### config.mk
export PLATFORM = sky130hd
export DESIGN_NAME = spi_xfer_ctrl
export DESIGN_NICKNAME = d
export VERILOG_FILES = /design/src/rtl/spi_xfer_ctrl.sv
export SDC_FILE = /design/constraint.sdc
export NUM_CORES = 1
export LEC_CHECK = 0
export ABC_AREA = 0
export CORE_UTILIZATION = 31
export DETAILED_ROUTE_END_ITERATION = 12
export PLACE_DENSITY_LB_ADDON = 0.15
export SLEW_MARGIN = 20
export SYNTH_ARGS = -nofsm -noshare
export SYNTH_HDL_FRONTEND = slang
export SYNTH_SLANG_ARGS = --single-unit
### constraint.sdc
create_clock -name clk -period 2.6 [get_ports clk]
set_input_delay 0.52 -clock clk [delete_from_list [all_inputs] [get_ports clk]]
set_output_delay 0.52 -clock clk [all_outputs]
set_load 0.01 [all_outputs]
### src/rtl/spi_xfer_ctrl.sv
// SPI transfer sequencer: generates SCLK/SS_N and per-bit strobes for a
// downstream shift register. All outputs are registered.
//
// state | meaning
// ------+-----------------------------------------------------------
// IDLE  | ss_n high, sclk at captured idle level, waiting for start
// SETUP | ss_n asserted, downstream per-transfer state cleared
// LOAD  | downstream tx string loaded, divider cleared
// RUN   | SCLK toggling every clkdiv+1 clk cycles, bit strobes issued
// HOLD  | sclk parked at idle level, ss_n held low for clkdiv+1 cycles
// DONE  | ss_n released, done pulse, then back to IDLE
module spi_xfer_ctrl #(
    parameter int DIV_W = 8,
    parameter int CYC_W = 8
) (
    input  logic             clk,
    input  logic             rst,
    input  logic             start,
    input  logic             abort,
    input  logic [DIV_W-1:0] clkdiv,
    input  logic             cpol,
    input  logic [CYC_W-1:0] xfer_cycles,
    output logic             sclk,
    output logic             ss_n,
    output logic             sclk_en,
    output logic             latchout_en,
    output logic             latchin_en,
    output logic             setup_rst,
    output logic             loadtxdata_en,
    output logic             busy,
    output logic             done
);

    typedef enum logic [2:0] {
        IDLE  = 3'd0,
        SETUP = 3'd1,
        LOAD  = 3'd2,
        RUN   = 3'd3,
        HOLD  = 3'd4,
        DONE  = 3'd5
    } state_t;

    state_t           state;
    logic [DIV_W-1:0] clkdiv_q;
    logic [CYC_W-1:0] cyc_q;
    logic             cpol_q;
    logic [DIV_W-1:0] div_cnt;
    logic [CYC_W-1:0] lead_cnt;

    // Sequencer: state, captured config, counters and all registered outputs.
    always_ff @(posedge clk) begin
        if (rst) begin
            state         <= IDLE;
            clkdiv_q      <= '0;
            cyc_q         <= '0;
            cpol_q        <= 1'b0;
            div_cnt       <= '0;
            lead_cnt      <= '0;
            sclk          <= 1'b0;
            ss_n          <= 1'b1;
            sclk_en       <= 1'b0;
            latchout_en   <= 1'b0;
            latchin_en    <= 1'b0;
            setup_rst     <= 1'b0;
            loadtxdata_en <= 1'b0;
            busy          <= 1'b0;
            done          <= 1'b0;
        end else begin
            // Strobes default low so each is a single-cycle pulse.
            latchout_en   <= 1'b0;
            latchin_en    <= 1'b0;
            setup_rst     <= 1'b0;
            loadtxdata_en <= 1'b0;
            done          <= 1'b0;

            if (abort && (state != IDLE)) begin
                state    <= IDLE;
                ss_n     <= 1'b1;
                sclk     <= cpol_q;
                sclk_en  <= 1'b0;
                busy     <= 1'b0;
                div_cnt  <= '0;
                lead_cnt <= '0;
            end else begin
                case (state)
                    IDLE: begin
                        ss_n    <= 1'b1;
                        sclk    <= cpol_q;
                        sclk_en <= 1'b0;
                        busy    <= 1'b0;
                        // A start coinciding with abort is dropped.
                        if (start && !abort) begin
                            clkdiv_q <= clkdiv;
                            cpol_q   <= cpol;
                            cyc_q    <= xfer_cycles;
                            sclk     <= cpol;
                            busy     <= 1'b1;
                            div_cnt  <= '0;
                            lead_cnt <= '0;
                            if (xfer_cycles == '0) begin
                                // Empty transfer: never touch the bus.
                                state <= DONE;
                                done  <= 1'b1;
                            end else begin
                                state     <= SETUP;
                                ss_n      <= 1'b0;
                                setup_rst <= 1'b1;
                            end
                        end
                    end
                    SETUP: begin
                        state         <= LOAD;
                        loadtxdata_en <= 1'b1;
                        div_cnt       <= '0;
                    end
                    LOAD: begin
                        // First bit is pre-driven before the first SCLK edge.
                        state       <= RUN;
                        sclk_en     <= 1'b1;
                        latchout_en <= 1'b1;
                        div_cnt     <= '0;
                    end
                    RUN: begin
                        if (div_cnt == clkdiv_q) begin
                            div_cnt <= '0;
                            if (sclk == cpol_q) begin
                                sclk       <= ~cpol_q;
                                latchin_en <= 1'b1;
                                lead_cnt   <= lead_cnt + 1'b1;
                            end else begin
                                sclk <= cpol_q;
                                // The trailing edge of the final bit shifts
                                // nothing out; it ends the clocking phase.
                                if (lead_cnt == cyc_q) begin
                                    state   <= HOLD;
                                    sclk_en <= 1'b0;
                                end else begin
                                    latchout_en <= 1'b1;
                                end
                            end
                        end else begin
                            div_cnt <= div_cnt + 1'b1;
                        end
                    end
                    HOLD: begin
                        if (div_cnt == clkdiv_q) begin
                            state   <= DONE;
                            ss_n    <= 1'b1;
                            done    <= 1'b1;
                            div_cnt <= '0;
                        end else begin
                            div_cnt <= div_cnt + 1'b1;
                        end
                    end
                    DONE: begin
                        state <= IDLE;
                        busy  <= 1'b0;
                    end
                    default: begin
                        state   <= IDLE;
                        ss_n    <= 1'b1;
                        sclk    <= cpol_q;
                        sclk_en <= 1'b0;
                        busy    <= 1'b0;
                    end
                endcase
            end
        end
    end

endmodule

After elaboration in Yosys (flattened, before gate mapping)

Index checks and enable logic that the tools add are counted.

Bitwise operators: 8
Multiplexer cells: 38
Shift-type cells: 0
Divide/modulo/power cells: 0
Magnitude comparators: 0
Reduce and logical (&&, ||, !) cells: 25
Add/sub/neg operators: 2
Multiply operators: 0
Eq/ne operators: 16

Operator list:

| kind                | count |
|---|---|
| $mux 8              | 4 |
| $pmux 8 s3          | 1 |
| $reduce_or 4->1     | 5 |
| $mux 1              | 19 |
| $mux 3              | 6 |
| $add 8x1->8 const B | 2 |
| $eq 8x8->1          | 2 |
| $pmux 8 s2          | 1 |
| $pmux 3 s5          | 1 |
| $ne 2x2->1 const B  | 6 |
| $pmux 1 s3          | 3 |
| $logic_not 8->1     | 1 |
| $not 1->1           | 8 |
| $reduce_and 2->1    | 4 |
| $reduce_and 4->1    | 2 |
| $eq 3x2->1 const B  | 2 |
| $eq 3x3->1 const B  | 2 |
| $pmux 1 s2          | 3 |
| $reduce_bool 3->1   | 2 |
| $reduce_or 2->1     | 3 |
| $reduce_and 5->1    | 1 |
| $eq 3x1->1 const B  | 1 |
| $logic_not 3->1     | 1 |
| $ne 3x3->1 const B  | 1 |
| other kinds (7)     | 8 |

Output and inout port bits: 9
Bits in writable memories: 0
Input bits: 21
ROM bits: 0
Memories kept: 0
Register bits after elaboration: 45
Latch bits: 0
Logic and storage cells: 104

Depth between registers and ports, before layout

Depth in word-level cells: 5
Depth in mapped cells: 7
Mapped depth without buffers: 5

Least setup slack after synthesis

OpenSTA, ideal clock, no wires.

Path kind: input -> register
Start point: in abort
End point: reg lead_cnt[5]
Stages: 6
Required time: 2.529 ns
Slack: 0.669 ns
Buffers on the path: 1
Arrival time: 1.859 ns
Setup time: 0.071 ns
Cells stage by stage: clkbuf_1 -> nand2b_1 -> o22ai_4 -> nand4_4 -> or4_1 -> a21oi_1

Cells in the longest elaborated chain, start to end: 4
Elaborated cells between the ends (all ways): 6
Classes of those cells: eq/ne: 1; reduce/logical: 5

RTL lines:

| item                              | line | text |
|---|---|---|
| start: declaration                | 19   | `input logic abort,` |
| $logic_not 1->1                   | 92   | `if (start && !abort) begin` |
| $logic_and 1x1->1                 | 92   |  |
| $ne 2x2->1 (no source line)       | n/a  |  |
| $reduce_and 4->1 (no source line) | n/a  |  |
| end signal: assignment            | 129  | `lead_cnt <= lead_cnt + 1'b1;` |
| end: declaration                  | 48   | `logic [CYC_W-1:0] lead_cnt;` |

Parallel ways exist; a longest one is shown, timed or not.
A chain may end at the register's enable or synchronous reset.

Final worst setup path

Start point: reg state[1]
End point: reg lead_cnt[5]

Cells in the longest elaborated chain, start to end: 3
Elaborated cells between the ends (all ways): 11
Classes of those cells: eq/ne: 4; mux: 1; reduce/logical: 6

RTL lines:

| item                                                                        | line | text |
|---|---|---|
| start: declaration                                                          | 43   | `state_t state;` |
| start signal: assignment                                                    | 53   | `state <= IDLE;` |
| start signal: assignment                                                    | 77   | `state <= IDLE;` |
| start signal: assignment                                                    | 102  | `state <= DONE;` |
| $eq 3x2->1, or another cell as far along                                    | 85   | `case (state)` |
| $ne 2x2->1 (no source line), or another cell as far along                   | n/a  |  |
| $reduce_and 4->1 (no source line) / $reduce_or 2->1 (equally long branches) | n/a  |  |

Parallel ways exist; a longest one is shown, timed or not.

==> metrics.txt <==
# TYPE chip_impl_metric gauge
chip_impl_metric{name="dr.pass1.iters",unit=""} 8
chip_impl_metric{name="period_needed",unit="ns"} 2.08
chip_impl_metric{name="synth_sequential_area_ratio",unit=""} 0.415
chip_impl_metric{name="synth.net_count",unit=""} 288
chip_impl_metric{name="grt_pass1_wl",unit="µm"} 9130
chip_impl_metric{name="antenna_left",unit=""} 0
chip_impl_metric{name="vias_after_detailed_routing",unit=""} 1925
chip_impl_metric{name="detailedPlacementHpwl",unit="µm"} 3770
chip_impl_info{name="yosys_most_used_dff",value="dfxtp_1"} 1
chip_impl_info{name="hp-start",value="cyc_q[1]"} 1
chip_impl_info{name="critical_path.endpoint_type",value="flop"} 1
chip_impl_metric{name="place.gp.congestion",unit=""} 0.809
chip_impl_metric{name="achievable-frequency",unit="MHz"} 481
chip_impl_metric{name="synth-async-reset-ratio",unit=""} 0
chip_impl_metric{name="die-width",unit="µm"} 85.6
chip_impl_metric{name="clk_latency",unit="ns"} 0.30
chip_impl_metric{name="setup_total_negative_slack",unit="ns"} 0
chip_impl_metric{name="synth.ff_latch_count",unit=""} 45
chip_impl_metric{name="fillCellCount",unit=""} 705
chip_impl_metric{name="synth_enable_flop_cells",unit=""} 0
chip_impl_info{name="clockRootBuffer",value="clkbuf_8"} 1
chip_impl_metric{name="chipHeight",unit="µm"} 85.6
chip_impl_info{name="mostFrequentLayoutCells",value="dfxtp_1, nand2_1, a21oi_1"} 1
chip_impl_metric{name="io_buffer_count",unit=""} 29
chip_impl_metric{name="cts_made_buffers",unit=""} 5
chip_impl_metric{name="grt_antenna_before_repair",unit=""} 0
chip_impl_metric{name="drive_gt1_frac",unit=""} 0.0676
chip_impl_metric{name="syn2layout_area_growth",unit="%"} 24.4
chip_impl_metric{name="worstPathArrival",unit="ns"} 2.31
chip_impl_metric{name="grt_max_degree",unit=""} 21
chip_impl_metric{name="fp.dieArea",unit="mm²"} 0.00733
chip_impl_metric{name="yosysUniqueCellTypes",unit=""} 41
chip_impl_metric{name="ios",unit=""} 30
chip_impl_info{name="rr_startpoint",value="state[1]"} 1
chip_impl_metric{name="hold_viol",unit=""} 0
chip_impl_metric{name="cts_buffer_depth",unit=""} 2
chip_impl_metric{name="timing.max_slew.rel_slack",unit=""} 0.659
chip_impl_metric{name="postCtsHoldBufs",unit=""} 0
chip_impl_info{name="violations",value="DRC"} 1
chip_impl_metric{name="drt-total-wl",unit="µm"} 5070
chip_impl_info{name="final_common_cell",value="dfxtp_1"} 1
chip_impl_metric{name="core_region_area",unit="mm²"} 0.00676
chip_impl_metric{name="syn_area",unit="mm²"} 0.00217
chip_impl_metric{name="drt_first_iter_violations",unit=""} 136
chip_impl_metric{name="post_drt_via_cell_ratio",unit=""} 5.12
chip_impl_info{name="outcome",value="complete, but fails checks"} 1
chip_impl_metric{name="drt_drc_violations_left",unit=""} 1
chip_impl_metric{name="tightestPinTransition",unit="ns"} 0.508
chip_impl_metric{name="initial_core_util",unit=""} 0.321
chip_impl_metric{name="synthesis.instances",unit=""} 265
chip_impl_metric{name="cts_resized",unit=""} 0
chip_impl_metric{name="timing.final.setup_violations",unit=""} 0
chip_impl_metric{name="post_cts.repair.setup_buffers",unit=""} 0
chip_impl_metric{name="maxSlewViolCount",unit=""} 0
chip_impl_info{name="crit_path_start",value="state[1]"} 1
chip_impl_metric{name="first_global_vias",unit=""} 1884
chip_impl_metric{name="core.rowCount",unit=""} 30
chip_impl_metric{name="drv.max_cap_violation_count",unit=""} 0
chip_impl_metric{name="clock_net_sink_count",unit=""} 45
chip_impl_metric{name="num_antenna_cells",unit=""} 0
chip_impl_metric{name="skew",unit="ns"} 0.00417
chip_impl_info{name="timing.hold.worst.class",value="flop to flop"} 1
chip_impl_metric{name="crit_fanout",unit=""} 15
chip_impl_metric{name="routed_wire_length_per_instance",unit="µm"} 13.5
chip_impl_metric{name="synthesis.area_per_instance",unit="µm²"} 8.18
chip_impl_metric{name="num-nets-final",unit=""} 318
chip_impl_info{name="grt_setup_unrepaired",value="false"} 1
chip_impl_metric{name="period_share",unit=""} 0.800
chip_impl_info{name="timing.setup.critical_path_class",value="flop to flop"} 1
chip_impl_metric{name="cts_htree_levels",unit=""} 2
chip_impl_metric{name="power.leakage",unit="nW"} 0.969
chip_impl_info{name="cts_tree",value="done"} 1
chip_impl_metric{name="worst_setup_hold_path_clk_slew",unit="ns"} 0.08
chip_impl_metric{name="power.density_cell_area",unit="mW/mm²"} 818
chip_impl_metric{name="yosys_warnings",unit=""} 0
chip_impl_metric{name="ir_drop",unit="µV"} 276
chip_impl_info{name="critPathLaunchType",value="flop"} 1
chip_impl_metric{name="final_core_utilization",unit=""} 0.399
chip_impl_metric{name="cp.required",unit="ns"} 2.83
chip_impl_metric{name="grt_use_total",unit=""} 0.156
chip_impl_metric{name="grt.overflow.total",unit=""} 0
[area by class of cell]
| type | count | area (µm²) | share of cell area |
|---|---|---|---|
| Clock buffer | 5 | 68.8 | 0.0255 |
| Clock inverter | 3 | 65.1 | 0.0241 |
| Inverter | 3 | 11.3 | 0.00418 |
| Multi-Input combinational cell | 203 | 1200 | 0.445 |
| Sequential cell | 45 | 901 | 0.334 |
| Tap cell | 80 | 100 | 0.0371 |
| Timing Repair Buffer | 37 | 350 | 0.130 |
[kinds of logic after synthesis]
group / after synthesis / share of synthesized area
buffers and inverters: 17 / 0.0312
flip-flops: 45 / 0.415
XOR/XNOR: 25 / 0.101
adder cells (fa/ha/maj): 2 / 0.0115
AO/OA/AOI/OAI: 65 / 0.181
AND/OR/NAND/NOR: 111 / 0.260
[Yosys cell counts (3+ instances only)]
library cell  count  area share
dfxtp_1          45        0.42
nand2_1          44       0.076
a21oi_1          36       0.083
nor2_1           19       0.033
xor2_1           13       0.053
xnor2_1          12       0.048
clkbuf_1         10       0.017
nor3_1            8       0.018
o21ai_0           8       0.018
nand4_1           7       0.020
nor4_1            6       0.017
o31ai_1           6       0.021
or4_1             6       0.021
and4_1            4       0.016
or3_1             4       0.012
buf_2             3      0.0069
inv_1             3      0.0052
nand3_1           3      0.0069
[layer usage]
layer	global-route usage	part of all wire
met2	0.230	0.44
met3	0.0337	0.032
met4	0.0545	0.015
met1	0.224	0.51
met5	0	0
[worst max-delay path, cell delays in order (launching register included)]
cell and delay [ns]:
dfxtp_1 0.46, or3_1 0.51, o22ai_4 0.28, nand4_4 0.15, or4_1 0.48, a21oi_1 0.14
[state kept, by name (all words and copies together), names as in the netlist, 3 cells and up]
signal	count
clkdiv_q	8
cyc_q	8
div_cnt	8
lead_cnt	8
state	3
[report_power, final]
part / internal, mW / switching [mW]
logic: 0.296 / 0.421
clock network: 0.382 / 0.238
registers: 0.771 / 0.0984
total: 1.45 / 0.757
[final timing paths]
path                            cells past startpoint  slack, ns     endpoint
worst min-delay path                                2       0.47     cyc_q[1]
worst max-delay path                                5       0.52  lead_cnt[5]
worst min register to register                      2       0.47     cyc_q[1]
worst max register to register                      5       0.52  lead_cnt[5]
[through the flow]
stage               setup WS, ns  instance area, µm²  hold slack, ns  power (mW)  instances
finish                     0.519                2700           0.469        2.21        376
global route               0.363                2700           0.493        2.37        376
CTS                        0.523                2700           0.474        2.23        376
detailed placement         0.226                2560           0.461        1.60        368
global placement           0.249                2560           0.459        1.61        368
floorplan                  0.669                2170           0.448        1.35        265
(Power assumes the default switching activity.)
